<file path="config.mk">
export PLATFORM = sky130hd
export DESIGN_NAME = control_unit_flat
export DESIGN_NICKNAME = d
export VERILOG_FILES = /design/src/rtl/cpu_pkg.sv /design/src/rtl/control_unit_if.sv /design/src/rtl/cu_decode.sv /design/src/rtl/control_unit.sv /design/src/flat_wrapper.sv
export SDC_FILE = /design/constraint.sdc
export NUM_CORES = 1
export LEC_CHECK = 0
export ABC_CLOCK_PERIOD_IN_PS = 2850
export BUFFER_PORTS_ARGS = -buffer_cell sky130_fd_sc_hd__buf_2
export CORE_MARGIN = 3
export CORE_UTILIZATION = 40
export CTS_BUF_LIST = sky130_fd_sc_hd__clkbuf_4
export CTS_CLUSTER_DIAMETER = 60
export DETAILED_ROUTE_END_ITERATION = 12
export MAX_ROUTING_LAYER = met4
export PLACE_DENSITY = 0.7
export SLEW_MARGIN = 20
export SYNTH_ARGS = -nofsm -noshare
export SYNTH_HDL_FRONTEND = slang
export SYNTH_SLANG_ARGS = --single-unit
</file>
<file path="constraint.sdc">
create_clock -name Clock -period 2.85 [get_ports Clock]
set_clock_uncertainty 0.2 [all_clocks]
set_input_delay 0.4275 -clock Clock [delete_from_list [all_inputs] [get_ports Clock]]
set_output_delay 0.4275 -clock Clock [all_outputs]
set_load 0.02 [all_outputs]
</file>
<file path="src/rtl/cpu_pkg.sv">
// Opcode and sequencer state encodings shared by the control unit files.
// CU_MULDIV_EN enables the mul/div execute sequences.
package cpu_pkg;

  typedef enum logic [4:0] {
    OP_LD, OP_LDI, OP_ST, OP_ADD, OP_SUB, OP_AND, OP_OR, OP_ROR, OP_ROL,
    OP_SHR, OP_SHRA, OP_SHL, OP_ADDI, OP_ANDI, OP_ORI, OP_DIV, OP_MUL,
    OP_NEG, OP_NOT, OP_BR, OP_JR, OP_JAL, OP_IN, OP_OUT, OP_MFHI, OP_MFLO,
    OP_NOP, OP_HALT
  } opcode_t;

  typedef enum logic [3:0] {
    S_RST, S_F0, S_F1, S_F2, S_F3, S_DEC,
    S_E0, S_E1, S_E2, S_E3, S_E4, S_E5, S_HALT
  } state_t;

  typedef struct packed {
    logic       Run;
    logic       HIin, LOin, PCin, MDRin, Zin, Yin, MARin, IRin, CONin, OUTPORTin;
    logic       HIout, LOout, ZHIout, ZLOout, PCout, MDRout, INPORTout, Cout;
    logic       Gra, Grb, Grc, Rin, Rout, BAout;
    logic       Read, write, IncPC;
    logic [4:0] ALUop;
  } ctrl_t;

  // halt and the four unused codes above it all park the sequencer
  function automatic logic halts(input logic [4:0] op);
    return op >= 5'd27;
  endfunction

  // number of execute steps after DEC; zero means the instruction ends at DEC
  function automatic logic [2:0] exec_steps(input logic [4:0] op);
    case (op)
      OP_LD:                                  return 3'd6;
      OP_ST:                                  return 3'd5;
      OP_BR:                                  return 3'd4;
`ifdef CU_MULDIV_EN
      OP_MUL, OP_DIV:                         return 3'd4;
`endif
      OP_LDI, OP_ADD, OP_SUB, OP_AND, OP_OR, OP_ROR, OP_ROL, OP_SHR, OP_SHRA,
      OP_SHL, OP_ADDI, OP_ANDI, OP_ORI:       return 3'd3;
      OP_NEG, OP_NOT, OP_JAL:                 return 3'd2;
      OP_JR, OP_IN, OP_OUT, OP_MFHI, OP_MFLO: return 3'd1;
      default:                                return 3'd0;
    endcase
  endfunction

endpackage

</file>
<file path="src/rtl/control_unit_if.sv">
// Sequencer-to-datapath control bundle: instruction/flag inputs and all strobes.
interface control_unit_if;
  logic [31:0] IR;
  logic        CON, Stop, Run;
  logic        HIin, LOin, PCin, MDRin, Zin, Yin, MARin, IRin, CONin, OUTPORTin;
  logic        HIout, LOout, ZHIout, ZLOout, PCout, MDRout, INPORTout, Cout;
  logic        Gra, Grb, Grc, Rin, Rout, BAout;
  logic        Read, write, IncPC;
  logic [4:0]  ALUop;

  modport master (
    input  IR, CON, Stop,
    output Run, HIin, LOin, PCin, MDRin, Zin, Yin, MARin, IRin, CONin, OUTPORTin,
           HIout, LOout, ZHIout, ZLOout, PCout, MDRout, INPORTout, Cout,
           Gra, Grb, Grc, Rin, Rout, BAout, Read, write, IncPC, ALUop
  );

  modport slave (
    output IR, CON, Stop,
    input  Run, HIin, LOin, PCin, MDRin, Zin, Yin, MARin, IRin, CONin, OUTPORTin,
           HIout, LOout, ZHIout, ZLOout, PCout, MDRout, INPORTout, Cout,
           Gra, Grb, Grc, Rin, Rout, BAout, Read, write, IncPC, ALUop
  );
endinterface

</file>
<file path="src/rtl/cu_decode.sv">
// Combinational decode of sequencer state (plus opcode and CON) into datapath strobes.
// mul/div execute strobes exist only when CU_MULDIV_EN is defined.
module cu_decode
  import cpu_pkg::*;
(
  input  state_t     state,
  input  logic [4:0] opcode,
  input  logic       con,
  output ctrl_t      ctrl
);

  logic [2:0] step;
  logic       imm;

  always_comb begin
    ctrl = '0;
    step = 3'(state - S_E0);
    imm  = (opcode == OP_ADDI) || (opcode == OP_ANDI) || (opcode == OP_ORI);
    case (state)
      S_RST, S_HALT: ;
      S_F0: begin
        ctrl.Run = 1'b1; ctrl.PCout = 1'b1; ctrl.MARin = 1'b1;
        ctrl.IncPC = 1'b1; ctrl.Zin = 1'b1; ctrl.ALUop = OP_ADD;
      end
      S_F1: begin
        ctrl.Run = 1'b1; ctrl.ALUop = opcode;
        ctrl.ZLOout = 1'b1; ctrl.PCin = 1'b1; ctrl.Read = 1'b1;
      end
      S_F2: begin ctrl.Run = 1'b1; ctrl.ALUop = opcode; ctrl.Read = 1'b1; ctrl.MDRin = 1'b1; end
      S_F3: begin ctrl.Run = 1'b1; ctrl.ALUop = opcode; ctrl.MDRout = 1'b1; ctrl.IRin = 1'b1; end
      S_DEC: begin ctrl.Run = 1'b1; ctrl.ALUop = opcode; end
      default: begin
        ctrl.Run   = 1'b1;
        ctrl.ALUop = opcode;
        case (opcode)
          OP_ADD, OP_SUB, OP_AND, OP_OR, OP_ROR, OP_ROL, OP_SHR, OP_SHRA, OP_SHL,
          OP_ADDI, OP_ANDI, OP_ORI:
            case (step)
              3'd0: begin ctrl.Grb = 1'b1; ctrl.Rout = 1'b1; ctrl.Yin = 1'b1; end
              3'd1: begin
                ctrl.Zin = 1'b1;
                if (imm) ctrl.Cout = 1'b1;
                else begin ctrl.Grc = 1'b1; ctrl.Rout = 1'b1; end
              end
              3'd2: begin ctrl.ZLOout = 1'b1; ctrl.Gra = 1'b1; ctrl.Rin = 1'b1; end
              default: ;
            endcase
          OP_NEG, OP_NOT:
            case (step)
              3'd0: begin ctrl.Grb = 1'b1; ctrl.Rout = 1'b1; ctrl.Zin = 1'b1; end
              3'd1: begin ctrl.ZLOout = 1'b1; ctrl.Gra = 1'b1; ctrl.Rin = 1'b1; end
              default: ;
            endcase
          // ld, ldi and st share the effective-address steps E0-E1
          OP_LD, OP_LDI, OP_ST:
            case (step)
              3'd0: begin ctrl.Grb = 1'b1; ctrl.BAout = 1'b1; ctrl.Rout = 1'b1; ctrl.Yin = 1'b1; end
              3'd1: begin ctrl.Cout = 1'b1; ctrl.ALUop = OP_ADD; ctrl.Zin = 1'b1; end
              3'd2: begin
                ctrl.ZLOout = 1'b1;
                if (opcode == OP_LDI) begin ctrl.Gra = 1'b1; ctrl.Rin = 1'b1; end
                else ctrl.MARin = 1'b1;
              end
              3'd3: begin
                if (opcode == OP_ST) begin ctrl.Gra = 1'b1; ctrl.Rout = 1'b1; ctrl.MDRin = 1'b1; end
                else ctrl.Read = 1'b1;
              end
              3'd4: begin
                if (opcode == OP_ST) ctrl.write = 1'b1;
                else begin ctrl.Read = 1'b1; ctrl.MDRin = 1'b1; end
              end
              3'd5: begin ctrl.MDRout = 1'b1; ctrl.Gra = 1'b1; ctrl.Rin = 1'b1; end
              default: ;
            endcase
`ifdef CU_MULDIV_EN
          OP_MUL, OP_DIV:
            case (step)
              3'd0: begin ctrl.Gra = 1'b1; ctrl.Rout = 1'b1; ctrl.Yin = 1'b1; end
              3'd1: begin ctrl.Grb = 1'b1; ctrl.Rout = 1'b1; ctrl.Zin = 1'b1; end
              3'd2: begin ctrl.ZLOout = 1'b1; ctrl.LOin = 1'b1; end
              3'd3: begin ctrl.ZHIout = 1'b1; ctrl.HIin = 1'b1; end
              default: ;
            endcase
`endif
          OP_BR:
            case (step)
              3'd0: begin ctrl.Gra = 1'b1; ctrl.Rout = 1'b1; ctrl.CONin = 1'b1; end
              3'd1: begin ctrl.PCout = 1'b1; ctrl.Yin = 1'b1; end
              3'd2: begin ctrl.Cout = 1'b1; ctrl.ALUop = OP_ADD; ctrl.Zin = 1'b1; end
              3'd3: begin ctrl.ZLOout = 1'b1; ctrl.PCin = con; end
              default: ;
            endcase
          OP_JR: begin ctrl.Gra = 1'b1; ctrl.Rout = 1'b1; ctrl.PCin = 1'b1; end
          OP_JAL:
            case (step)
              3'd0: begin ctrl.PCout = 1'b1; ctrl.Grb = 1'b1; ctrl.Rin = 1'b1; end
              3'd1: begin ctrl.Gra = 1'b1; ctrl.Rout = 1'b1; ctrl.PCin = 1'b1; end
              default: ;
            endcase
          OP_MFHI: begin ctrl.HIout = 1'b1; ctrl.Gra = 1'b1; ctrl.Rin = 1'b1; end
          OP_MFLO: begin ctrl.LOout = 1'b1; ctrl.Gra = 1'b1; ctrl.Rin = 1'b1; end
          OP_IN:   begin ctrl.INPORTout = 1'b1; ctrl.Gra = 1'b1; ctrl.Rin = 1'b1; end
          OP_OUT:  begin ctrl.Gra = 1'b1; ctrl.Rout = 1'b1; ctrl.OUTPORTin = 1'b1; end
          default: ;
        endcase
      end
    endcase
  end

endmodule

</file>
<file path="src/rtl/control_unit.sv">
// Moore control sequencer: fetch, decode, per-opcode execute steps, HALT.
// Define CU_MULDIV_EN to run mul/div; otherwise they retire at DEC like nop.
module control_unit
  import cpu_pkg::*;
(
  input  logic          Clock,
  input  logic          clr,
  control_unit_if.master cu
);

  state_t     state, next_state;
  ctrl_t      ctrl;
  logic [4:0] opcode;
  logic [2:0] steps, cur_step;
  logic       ir_unused;

  assign opcode    = cu.IR[31:27];
  assign ir_unused = ^cu.IR[26:0];
  assign steps     = exec_steps(opcode);

  always_ff @(posedge Clock or negedge clr) begin
    if (!clr) state <= S_RST;
    else      state <= next_state;
  end

  // Stop is only honoured when the current step retires the instruction
  always_comb begin
    next_state = state;
    cur_step   = 3'(state - S_E0);
    case (state)
      S_RST:  next_state = S_F0;
      S_F0:   next_state = S_F1;
      S_F1:   next_state = S_F2;
      S_F2:   next_state = S_F3;
      S_F3:   next_state = S_DEC;
      S_DEC: begin
        if (halts(opcode))     next_state = S_HALT;
        else if (steps == '0)  next_state = cu.Stop ? S_HALT : S_F0;
        else                   next_state = S_E0;
      end
      S_HALT: next_state = S_HALT;
      default: begin
        if (3'(cur_step + 3'd1) == steps) next_state = cu.Stop ? S_HALT : S_F0;
        else                              next_state = state_t'(state + 4'd1);
      end
    endcase
  end

  cu_decode u_decode (
    .state  (state),
    .opcode (opcode),
    .con    (cu.CON),
    .ctrl   (ctrl)
  );

  assign cu.Run       = ctrl.Run;
  assign cu.HIin      = ctrl.HIin;
  assign cu.LOin      = ctrl.LOin;
  assign cu.PCin      = ctrl.PCin;
  assign cu.MDRin     = ctrl.MDRin;
  assign cu.Zin       = ctrl.Zin;
  assign cu.Yin       = ctrl.Yin;
  assign cu.MARin     = ctrl.MARin;
  assign cu.IRin      = ctrl.IRin;
  assign cu.CONin     = ctrl.CONin;
  assign cu.OUTPORTin = ctrl.OUTPORTin;
  assign cu.HIout     = ctrl.HIout;
  assign cu.LOout     = ctrl.LOout;
  assign cu.ZHIout    = ctrl.ZHIout;
  assign cu.ZLOout    = ctrl.ZLOout;
  assign cu.PCout     = ctrl.PCout;
  assign cu.MDRout    = ctrl.MDRout;
  assign cu.INPORTout = ctrl.INPORTout;
  assign cu.Cout      = ctrl.Cout;
  assign cu.Gra       = ctrl.Gra;
  assign cu.Grb       = ctrl.Grb;
  assign cu.Grc       = ctrl.Grc;
  assign cu.Rin       = ctrl.Rin;
  assign cu.Rout      = ctrl.Rout;
  assign cu.BAout     = ctrl.BAout;
  assign cu.Read      = ctrl.Read;
  assign cu.write     = ctrl.write;
  assign cu.IncPC     = ctrl.IncPC;
  assign cu.ALUop     = ctrl.ALUop;

endmodule
</file>
<file path="src/flat_wrapper.sv">
// flat-port wrapper written by rule: the top's interface ports become plain ports
module control_unit_flat import cpu_pkg::*;
  (Clock, clr, cu_IR, cu_CON, cu_Stop, cu_Run, cu_HIin, cu_LOin, cu_PCin, cu_MDRin, cu_Zin, cu_Yin, cu_MARin, cu_IRin, cu_CONin, cu_OUTPORTin, cu_HIout, cu_LOout, cu_ZHIout, cu_ZLOout, cu_PCout, cu_MDRout, cu_INPORTout, cu_Cout, cu_Gra, cu_Grb, cu_Grc, cu_Rin, cu_Rout, cu_BAout, cu_Read, cu_write, cu_IncPC, cu_ALUop);
  control_unit_if cu_i ();
  input  logic Clock;
  input  logic clr;
  input wire logic [$bits(cu_i.IR)-1:0] cu_IR;
  input wire logic [$bits(cu_i.CON)-1:0] cu_CON;
  input wire logic [$bits(cu_i.Stop)-1:0] cu_Stop;
  output wire logic [$bits(cu_i.Run)-1:0] cu_Run;
  output wire logic [$bits(cu_i.HIin)-1:0] cu_HIin;
  output wire logic [$bits(cu_i.LOin)-1:0] cu_LOin;
  output wire logic [$bits(cu_i.PCin)-1:0] cu_PCin;
  output wire logic [$bits(cu_i.MDRin)-1:0] cu_MDRin;
  output wire logic [$bits(cu_i.Zin)-1:0] cu_Zin;
  output wire logic [$bits(cu_i.Yin)-1:0] cu_Yin;
  output wire logic [$bits(cu_i.MARin)-1:0] cu_MARin;
  output wire logic [$bits(cu_i.IRin)-1:0] cu_IRin;
  output wire logic [$bits(cu_i.CONin)-1:0] cu_CONin;
  output wire logic [$bits(cu_i.OUTPORTin)-1:0] cu_OUTPORTin;
  output wire logic [$bits(cu_i.HIout)-1:0] cu_HIout;
  output wire logic [$bits(cu_i.LOout)-1:0] cu_LOout;
  output wire logic [$bits(cu_i.ZHIout)-1:0] cu_ZHIout;
  output wire logic [$bits(cu_i.ZLOout)-1:0] cu_ZLOout;
  output wire logic [$bits(cu_i.PCout)-1:0] cu_PCout;
  output wire logic [$bits(cu_i.MDRout)-1:0] cu_MDRout;
  output wire logic [$bits(cu_i.INPORTout)-1:0] cu_INPORTout;
  output wire logic [$bits(cu_i.Cout)-1:0] cu_Cout;
  output wire logic [$bits(cu_i.Gra)-1:0] cu_Gra;
  output wire logic [$bits(cu_i.Grb)-1:0] cu_Grb;
  output wire logic [$bits(cu_i.Grc)-1:0] cu_Grc;
  output wire logic [$bits(cu_i.Rin)-1:0] cu_Rin;
  output wire logic [$bits(cu_i.Rout)-1:0] cu_Rout;
  output wire logic [$bits(cu_i.BAout)-1:0] cu_BAout;
  output wire logic [$bits(cu_i.Read)-1:0] cu_Read;
  output wire logic [$bits(cu_i.write)-1:0] cu_write;
  output wire logic [$bits(cu_i.IncPC)-1:0] cu_IncPC;
  output wire logic [$bits(cu_i.ALUop)-1:0] cu_ALUop;
  assign cu_i.IR = cu_IR;
  assign cu_i.CON = cu_CON;
  assign cu_i.Stop = cu_Stop;
  assign cu_Run = cu_i.Run;
  assign cu_HIin = cu_i.HIin;
  assign cu_LOin = cu_i.LOin;
  assign cu_PCin = cu_i.PCin;
  assign cu_MDRin = cu_i.MDRin;
  assign cu_Zin = cu_i.Zin;
  assign cu_Yin = cu_i.Yin;
  assign cu_MARin = cu_i.MARin;
  assign cu_IRin = cu_i.IRin;
  assign cu_CONin = cu_i.CONin;
  assign cu_OUTPORTin = cu_i.OUTPORTin;
  assign cu_HIout = cu_i.HIout;
  assign cu_LOout = cu_i.LOout;
  assign cu_ZHIout = cu_i.ZHIout;
  assign cu_ZLOout = cu_i.ZLOout;
  assign cu_PCout = cu_i.PCout;
  assign cu_MDRout = cu_i.MDRout;
  assign cu_INPORTout = cu_i.INPORTout;
  assign cu_Cout = cu_i.Cout;
  assign cu_Gra = cu_i.Gra;
  assign cu_Grb = cu_i.Grb;
  assign cu_Grc = cu_i.Grc;
  assign cu_Rin = cu_i.Rin;
  assign cu_Rout = cu_i.Rout;
  assign cu_BAout = cu_i.BAout;
  assign cu_Read = cu_i.Read;
  assign cu_write = cu_i.write;
  assign cu_IncPC = cu_i.IncPC;
  assign cu_ALUop = cu_i.ALUop;
  control_unit u_core (.Clock(Clock), .clr(clr), .cu(cu_i));
endmodule
</file>
Word-level counts from Yosys, hierarchy flattened
Memory sizes are Yosys's and may differ from the RTL's. Index checks and enable logic that the tools add are counted.

Bits of input ports: 36. Flip-flop bits (word level): 4. Bits in read-only memories: 96. Bits in writable memories: 0. Latch bits: 0. Memories kept: 1. Logic and storage cells: 133. Output and inout bits: 33.

Memories: (name not given) (words 32, bits a word 3, rd ports 1, clocked after Yosys merged registers in 0, wr ports 0, RTL line cpu_pkg.sv:33) `case (op)`.

Bitwise gates (word level): 0. Reduce and logical (&&, ||, !) cells: 26. Div/mod/pow operators: 0. Multipliers: 0. Equal/unequal tests: 35. $add $sub $neg: 3. Shift-type cells: 0. Mux-type cells: 66. Order comparisons: 1.

Operator list (number): $eq A5 B5 Y1 const B (9); $eq A5 B4 Y1 const B (7); $mux W1 (32); $pmux W1 S2 (14); $pmux W4 S7 (1); $reduce_or A6 Y1 (4); $eq A5 B3 Y1 const B (4); $mux W4 (5); $reduce_or A18 Y1 (1); $pmux W1 S3 (5); $pmux W1 S5 (3); $pmux W5 S3 (1); $reduce_or A15 Y1 (1); $reduce_or A12 Y1 (1); $reduce_or A3 Y1 (4); $eq A5 B2 Y1 const B (2); $mux W5 (2); $pmux W5 S2 (1); $reduce_or A2 Y1 (5); $reduce_or A5 Y1 (2); $eq A4 B2 Y1 const B (2); $eq A4 B3 Y1 const B (2); $mux W8 (1); $reduce_or A7 Y1 (1); other kinds (17) (21).

Longest topological paths before layout
Gate-level depths: netlist (run 1).

Depth in word-level cells: 7. Gate-level depth with buffers: 9. Depth with buffers taken out: 7.

Hierarchy
From an unflattened synthesis (run 1), not the netlist that was laid out.

Cell total of the unflattened synthesis: 246. Area total of the unflattened synthesis: 1607.8 um^2.

Modules (own cells, without submodules): cu_decode (area each 958.4 um^2, cells an instance 166, instances 1, sequential area each 0.0 um^2); control_unit (area each 649.4 um^2, cells an instance 80, instances 1, sequential area each 100.1 um^2).

Worst setup path before layout (run 1)
Ideal clock, no wire load.

Path type: register -> output. Start: register u_core.state[0]. End: output port cu_ZLOout. Data arrival time: 2.260 ns. Buffers on the path: 2. Path slack: -0.037 ns. Data required time: 2.223 ns. Cell stages (with the launch flop): 10. Cells stage by stage: dfrtp_1 > clkbuf_1 > inv_1 > ha_1 > o21bai_1 > a21oi_1 > nor2_1 > clkbuf_1 > o31ai_1 > o21ai_0.

Word-level cells in the longest chain between the ends: 5. Elaborated cells on any way between the ends: 17. Classes of those cells: add/sub: 1; eq/ne: 9; mux: 5; reduce/logical: 2.

Ends and longest elaborated chain: from (decl) (RTL line control_unit.sv:11) `state_t state, next_state;`; from (signal assigned) (RTL line control_unit.sv:23) `else state <= next_state;`; $sub A3 B3 Y3 (RTL line cu_decode.sv:17) `step = 3'(state - S_E0);`; $eq A3 B2 Y1 (tied with other cells) (RTL line cu_decode.sv:86) `case (step)`; $mux W1, on equally long branches; $pmux W1 S3 (RTL line cu_decode.sv:35) `case (opcode)`; $pmux W1 S2 * (RTL line cu_decode.sv:19) `case (state)`; to (decl) (RTL line flat_wrapper.sv:24) `output wire logic [$bits(cu_i.ZLOout)-1:0] cu_ZLOout;`.

Mark *: on every way between the ends. The rest lies on a longest branch, timed or not.

Worst setup path in the final report (run 1)
Start: input port cu_IR[27]. End: output port cu_Gra.

Word-level cells in the longest chain between the ends: 5. Elaborated cells on any way between the ends: 33. Classes of those cells: eq/ne: 23; mux: 5; reduce/logical: 5.

Ends and longest elaborated chain: from (decl) (RTL line flat_wrapper.sv:7) `input wire logic [$bits(cu_i.IR)-1:0] cu_IR;`; $eq A5 B2 Y1 / $eq A5 B1 Y1 (equally long branches) (RTL line cu_decode.sv:35, cu_decode.sv:65, cu_decode.sv:61); $mux W1, on equally long branches (RTL line cu_decode.sv:65, cu_decode.sv:61); $pmux W1 S3 (RTL line cu_decode.sv:56) `case (step)`; $pmux W1 S5 * (RTL line cu_decode.sv:35); $mux W8 * (RTL line cu_decode.sv:19); to (decl) (RTL line flat_wrapper.sv:29) `output wire logic [$bits(cu_i.Gra)-1:0] cu_Gra;`.

Marked as above.

==> metrics.txt, run 1 <==
DRT met1 WL=2.265 mm; Overflow after GRT=0; Final Cycle Share=96.01%; drt initial violations=248; drt via density=6.026; Tmin final=2736 ps; DRC Markers=0; Seq/Total Area, Yosys=6.509%; Synth async-reset ratio=100.0%; Die H=68 µm; Mapped Avg Cell Area=6.804 µm²; Static Leak=0.8736 nW; Switching Power=1.146 mW; number of buffers added on ports=38; required time worst endpoint=2220 ps; CTS tree=done; total number of vias=1880; H-tree depth=1; TritonCTS Buffers=3; FILL cells=359; clock latency on the worst-skew pair=240 ps; post-route ant nets=0; WL final=4.702 mm; Pwr Density=1026 nW/µm²; clock root cell=clkbuf_4; Setup crit end kind=output port; first-pass detailed-route iteration total=7; number of flip-flops in the largest register=4; Antenna diodes=0; met2 routed WL=2.163 mm; Die W=68 µm; P_int=0.8299 mW; Regs by FF count=u_core.state: 4 flops; Worst EP arrival=2110 ps; sequential power share=6.9%; status=finished clean; mapped cell area=1538 µm²; Min Hold Slack=327.3 ps; Row Count=21; Layout area overhead=25.31%; crit path max fanout=5; Reg area=100.1 µm²; die footprint=4624 µm²; VDD IR-drop max=0.0003895 V; max frequency=365.5 MHz; Setup violations, final=0; initial antenna violation count=0; core area=3521 µm²; Comb power frac=89.5%; Yosys top cell area share=8.950%; DPL Wire Length=3.571 mm; top post-synthesis cells by area=ha_1, dfrtp_1, nor2_1; first-pass GRT wire length=7.872 mm; Initial Utilization=43.67%; Ys Warns=0; max-slew violation count=0; startpoint types=input pin; Netlist cell types=61; ys flop type=dfrtp_1; gr usage total=21.87%; fin util=54.73%; # nets final=315; largest net degree at the start of global routing=23; WL met3=273 µm; EDFF count, synth=0; #FFs+latches synth=4; clock sinks=4; top cell type by total area after synthesis=ha_1; area of the multi-input gates=1364 µm²; DR top layer=met3; Final Hold Viols=0; vias in the first global route=1651; synthesized instance count=226; fraction of layout cells with a size suffix above 1=30.83%; clk buf depth=2; # IOs=69; Setup CP Type=in2out; clock share of power=3.7%; Largest Register=u_core.state; Clock Pin Slew Worst Setup and Hold Paths=40 ps; GP Congestion=0.9102; WL/cell=15.07 µm; Sw Share=58.00%; max-cap violations=0; Hold/Removal Path Class=in2async
==> placed cells by master (no fill, tap or decap), types with 8 or more instances in the layout <==
master and instances:
nand2_1 20, a21oi_1 8, buf_2 37, o21ai_0 15, ha_1 9, inv_1 10
nand3_1 8, buf_4 18, nor2_1 19
==> power by group through the flow <==
stage	Sequential (mW)	Combinational [mW]	Clock [mW]
floorplan	0.115	1.18	0
global placement	0.124	1.61	0
detailed placement	0.125	1.62	0
CTS	0.125	1.64	0.0755
global route	0.139	1.94	0.0794
finish	0.136	1.77	0.0724
==> per-stage QoR <==
stage | setup WS [ps] | TNS [ps] | total power, mW | std cells | area (µm²)
finish | 113.8 | 0 | 1.976 | 312 | 1927
global route | -66.62 | -93.17 | 2.156 | 312 | 1927
CTS | 7.355 | 0 | 1.837 | 311 | 1846
detailed placement | 30.59 | 0 | 1.747 | 307 | 1810
global placement | 59.19 | 0 | 1.737 | 307 | 1810
floorplan | 12.64 | 0 | 1.295 | 228 | 1545
==> critical path: stages <==
cell and delay [ps]:
buf_2 130, inv_1 70, ha_1 240, or3_4 420
a32o_1 270, o2bb2ai_1 130, o21ai_1 140, a41oi_1 110
buf_2 180
==> layer usage <==
layer  GRT usage, %  vias up
met5              -        -
met4          2.730        0
met3         0.9852        0
met2          32.61       74
met1          33.17      873
li1               -      933
==> cell usage after synthesis, types with 3 or more instances <==
library cell and number:
nand4_1 3, a21oi_1 10, and2_1 6, o21bai_1 3, nand2_1 20, nor2_1 22
o21ai_1 5, o21ai_0 16, nand3_1 8, nor3_1 6, ha_1 11, nor2b_1 6
and4_1 3, inv_1 10, a41oi_1 4, a31oi_1 3, a211oi_1 6, dfrtp_1 4
a22oi_1 3, o211ai_1 3, clkbuf_1 14, nor4_1 3, buf_4 3, a32oi_1 3
and3_1 4
==> timing repair <==
action | CTS | global route
buffers inserted | 0 | 1
gates resized for setup | 1 | 17
hold buffers | 1 | 0
endpoints found under the setup margin | 1 | 21
endpoints found under the hold margin | 4 | 0
pin swaps | 0 | 3
==> cell families after synthesis <==
logic type / count (synthesis) / share of synthesized area, %
AOI/OAI and AO/OA: 79 / 39.06
xor gates and xnor gates: 2 / 1.139
adders and majority gates: 11 / 8.950
buffers and inverters: 33 / 9.845
DFF: 4 / 6.510
muxes: 1 / 0.6510
other: 1 / 0.2439
and+or+nand+nor: 95 / 33.61
==> cell type report <==
cell class                      count  share of cell area, %
Tap cell                           46                  2.987
Clock buffer                        3                  1.169
Multi-Input combinational cell    191                  70.78
Timing Repair Buffer               57                  17.73
Inverter                           11                  2.143
Sequential cell                     4                  5.195
==> final timing paths <==
check,slack (ps),from,endpoint,depth (start not counted)
worst max-delay path,110,cu_IR[27],cu_Gra,9
worst min-delay path,330,clr,u_core.state[0],2
worst max register to register,480,u_core.state[1],u_core.state[1],6
worst min register to register,560,u_core.state[0],u_core.state[0],3
max in group asynchronous,2000,clr,u_core.state[2],2
min in group Clock,380,cu_Stop,u_core.state[0],3
Note: power is estimated with default switching activity, not from simulation.
==> inputs of run 2 (changes only) <==
--- a/config.mk
+++ b/config.mk
@@ -5,7 +5,7 @@
 export SDC_FILE = /design/constraint.sdc
 export NUM_CORES = 1
 export LEC_CHECK = 0
-export ABC_CLOCK_PERIOD_IN_PS = 2850
+export ABC_CLOCK_PERIOD_IN_PS = 3450
 export BUFFER_PORTS_ARGS = -buffer_cell sky130_fd_sc_hd__buf_2
 export CORE_MARGIN = 3
 export CORE_UTILIZATION = 40
@@ -13,8 +13,7 @@
 export CTS_CLUSTER_DIAMETER = 60
 export DETAILED_ROUTE_END_ITERATION = 12
 export MAX_ROUTING_LAYER = met4
-export PLACE_DENSITY = 0.7
-export SLEW_MARGIN = 20
+export PLACE_DENSITY_LB_ADDON = 0.05
 export SYNTH_ARGS = -nofsm -noshare
 export SYNTH_HDL_FRONTEND = slang
 export SYNTH_SLANG_ARGS = --single-unit
==> constraint.sdc (replaced) <==
create_clock -name Clock -period 3.45 [get_ports Clock]
set_clock_uncertainty 0.2 [all_clocks]
set_input_delay 0.5175 -clock Clock [delete_from_list [all_inputs] [get_ports Clock]]
set_output_delay 0.5175 -clock Clock [all_outputs]
set_load 0.02 [all_outputs]
==> run 2 against run 1 <==
Total power decreased by 25%. Cell area decreased by 7.7%. Core utilization decreased by 4.2 points. Via count decreased by 3.6%.
==> metrics.txt, run 2 (same netlist as run 1, synthesis figures left out) <==
Setup CP Type=reg2out; max frequency=308.9 MHz; gr usage total=21.03%; Pwr Density=835.8 nW/µm²; clock sinks=4; number of flip-flops in the largest register=4; H-tree depth=1; DPL Wire Length=3.549 mm; first-pass detailed-route iteration total=4; origin of the critical flop-to-flop path=u_core.state[1]; Tmin final=3237 ps; initial antenna violation count=0; commonest non-fill, non-tap cells in the layout=buf_2, nor2_1, nand2_1, o21ai_0, ha_1; Fin Setup TNS=0 ps; vias in the first global route=1536; startpoint types=flop; TritonCTS Buffers=3; total number of vias=1813; # nets final=305; Overall Power=1.486 mW; clock root cell=clkbuf_4; Min Hold Slack=431.2 ps; DRC Markers=0; FF-to-FF End=u_core.state[1]; Overflow after GRT=0; Setup violations, final=0; VDD IR-drop max=0.0004837 V; Final Hold Viols=0; Antenna diodes=0; Post-CTS Repair Setup Buffers=0; first-pass GRT wire length=7.500 mm; Final Cycle Share=93.82%; number of buffers added on ports=38; max-cap violations=0; Setup crit end kind=output port; max-slew violation count=0; Regs by FF count=u_core.state: 4 flops; Largest Register=u_core.state; fin util=50.50%; most common cell after layout, fill and taps aside=buf_2; Reg2Reg Depth=6; drt initial violations=220; WL final=4.637 mm; clk buf depth=2; CTS tree=done; CP startpoint=u_core.state[0]; Clock Pin Slew Worst Setup and Hold Paths=40 ps; Hold/Removal Path Class=in2async; drt via density=6.003; WL/cell=15.35 µm; status=finished clean; Worst EP arrival=2520 ps; worst setup path end=cu_PCin; Worst Tran Pin Value=504.4 ps; Slew headroom=66.31%; post-route ant nets=0; Row Count=21; crit path max fanout=12; Layout area overhead=15.62%; slack of the worst reg-to-reg path=920 ps; Die H=68 µm; # IOs=69; clock latency on the worst-skew pair=230 ps; largest net degree at the start of global routing=23; Initial Utilization=43.67%; die footprint=4624 µm²; Finished Layout Cells=302; required time worst endpoint=2730 ps; core area=3521 µm²; Static Leak=0.8168 nW; GP Congestion=0.8258; unrepaired setup endpoints after global routing=no; Die W=68 µm; Inst Count DP=298; fraction of layout cells with a size suffix above 1=23.05%
==> run 2: cell types whose count changed in the layout (fill, tap and decap cells not counted), sizes merged <==
cell  previous run  this run
buf             56        46
==> run 2: per-stage QoR <==
step | setup slack [ps] | area (µm²)
after CTS | 39.49 | 1775
after floorplan | 472.7 | 1545
final | 213.0 | 1778
after global placement | 288.6 | 1743
after global routing | 1.100 | 1778
after detailed placement | 305.5 | 1743
==> run 2: layer usage <==
metal	share of wire [%]	global-route usage, %	vias up
li1	-	-	915
met1	47	29.51	830
met2	46	33.94	66
met3	6.4	0.6568	2
met4	0.28	3.722	0
met5	0	-	-
==> run 2: final cells by class <==
type,instances,area (µm²)
Tap cell,46,57.56
Clock buffer,3,22.52
Fill cell,361,1743
Timing Repair Buffer,47,260.3
Inverter,11,41.29
Multi-Input combinational cell,191,1296
Sequential cell,4,100.1
==> run 2: worst min-delay path by stage <==
stage	startpoint	end	slack (ps)	cells after the start
finish	clr	u_core.state[2]	430	2
global route	clr	u_core.state[2]	450	2
CTS	clr	u_core.state[2]	410	2
detailed placement	clr	u_core.state[3]	120	1
global placement	clr	u_core.state[1]	120	1
floorplan	clr	u_core.state[0]	20	0
==> run 2: where the power goes <==
group	switching [mW]	leakage (nW)	total, mW	internal, mW
Clock	0.0182	0.0138	0.0571	0.0389
Combinational	0.840	0.755	1.31	0.469
Sequential	0.0459	0.0484	0.119	0.0736
==> run 2: critical path, cell delays in order, from the launching register on <==
cell and delay [ps]:
dfrtp_1 530, ha_1 430, inv_1 150, a21oi_1 320
or2_1 480, o21ai_0 180, buf_2 190
==> run 2: repair_timing <==
item	4_1_cts	5_1_grt
endpoints found under the setup margin	0	8
resized for setup	0	1
hold buffers	1	0
endpoints found under the hold margin	4	0
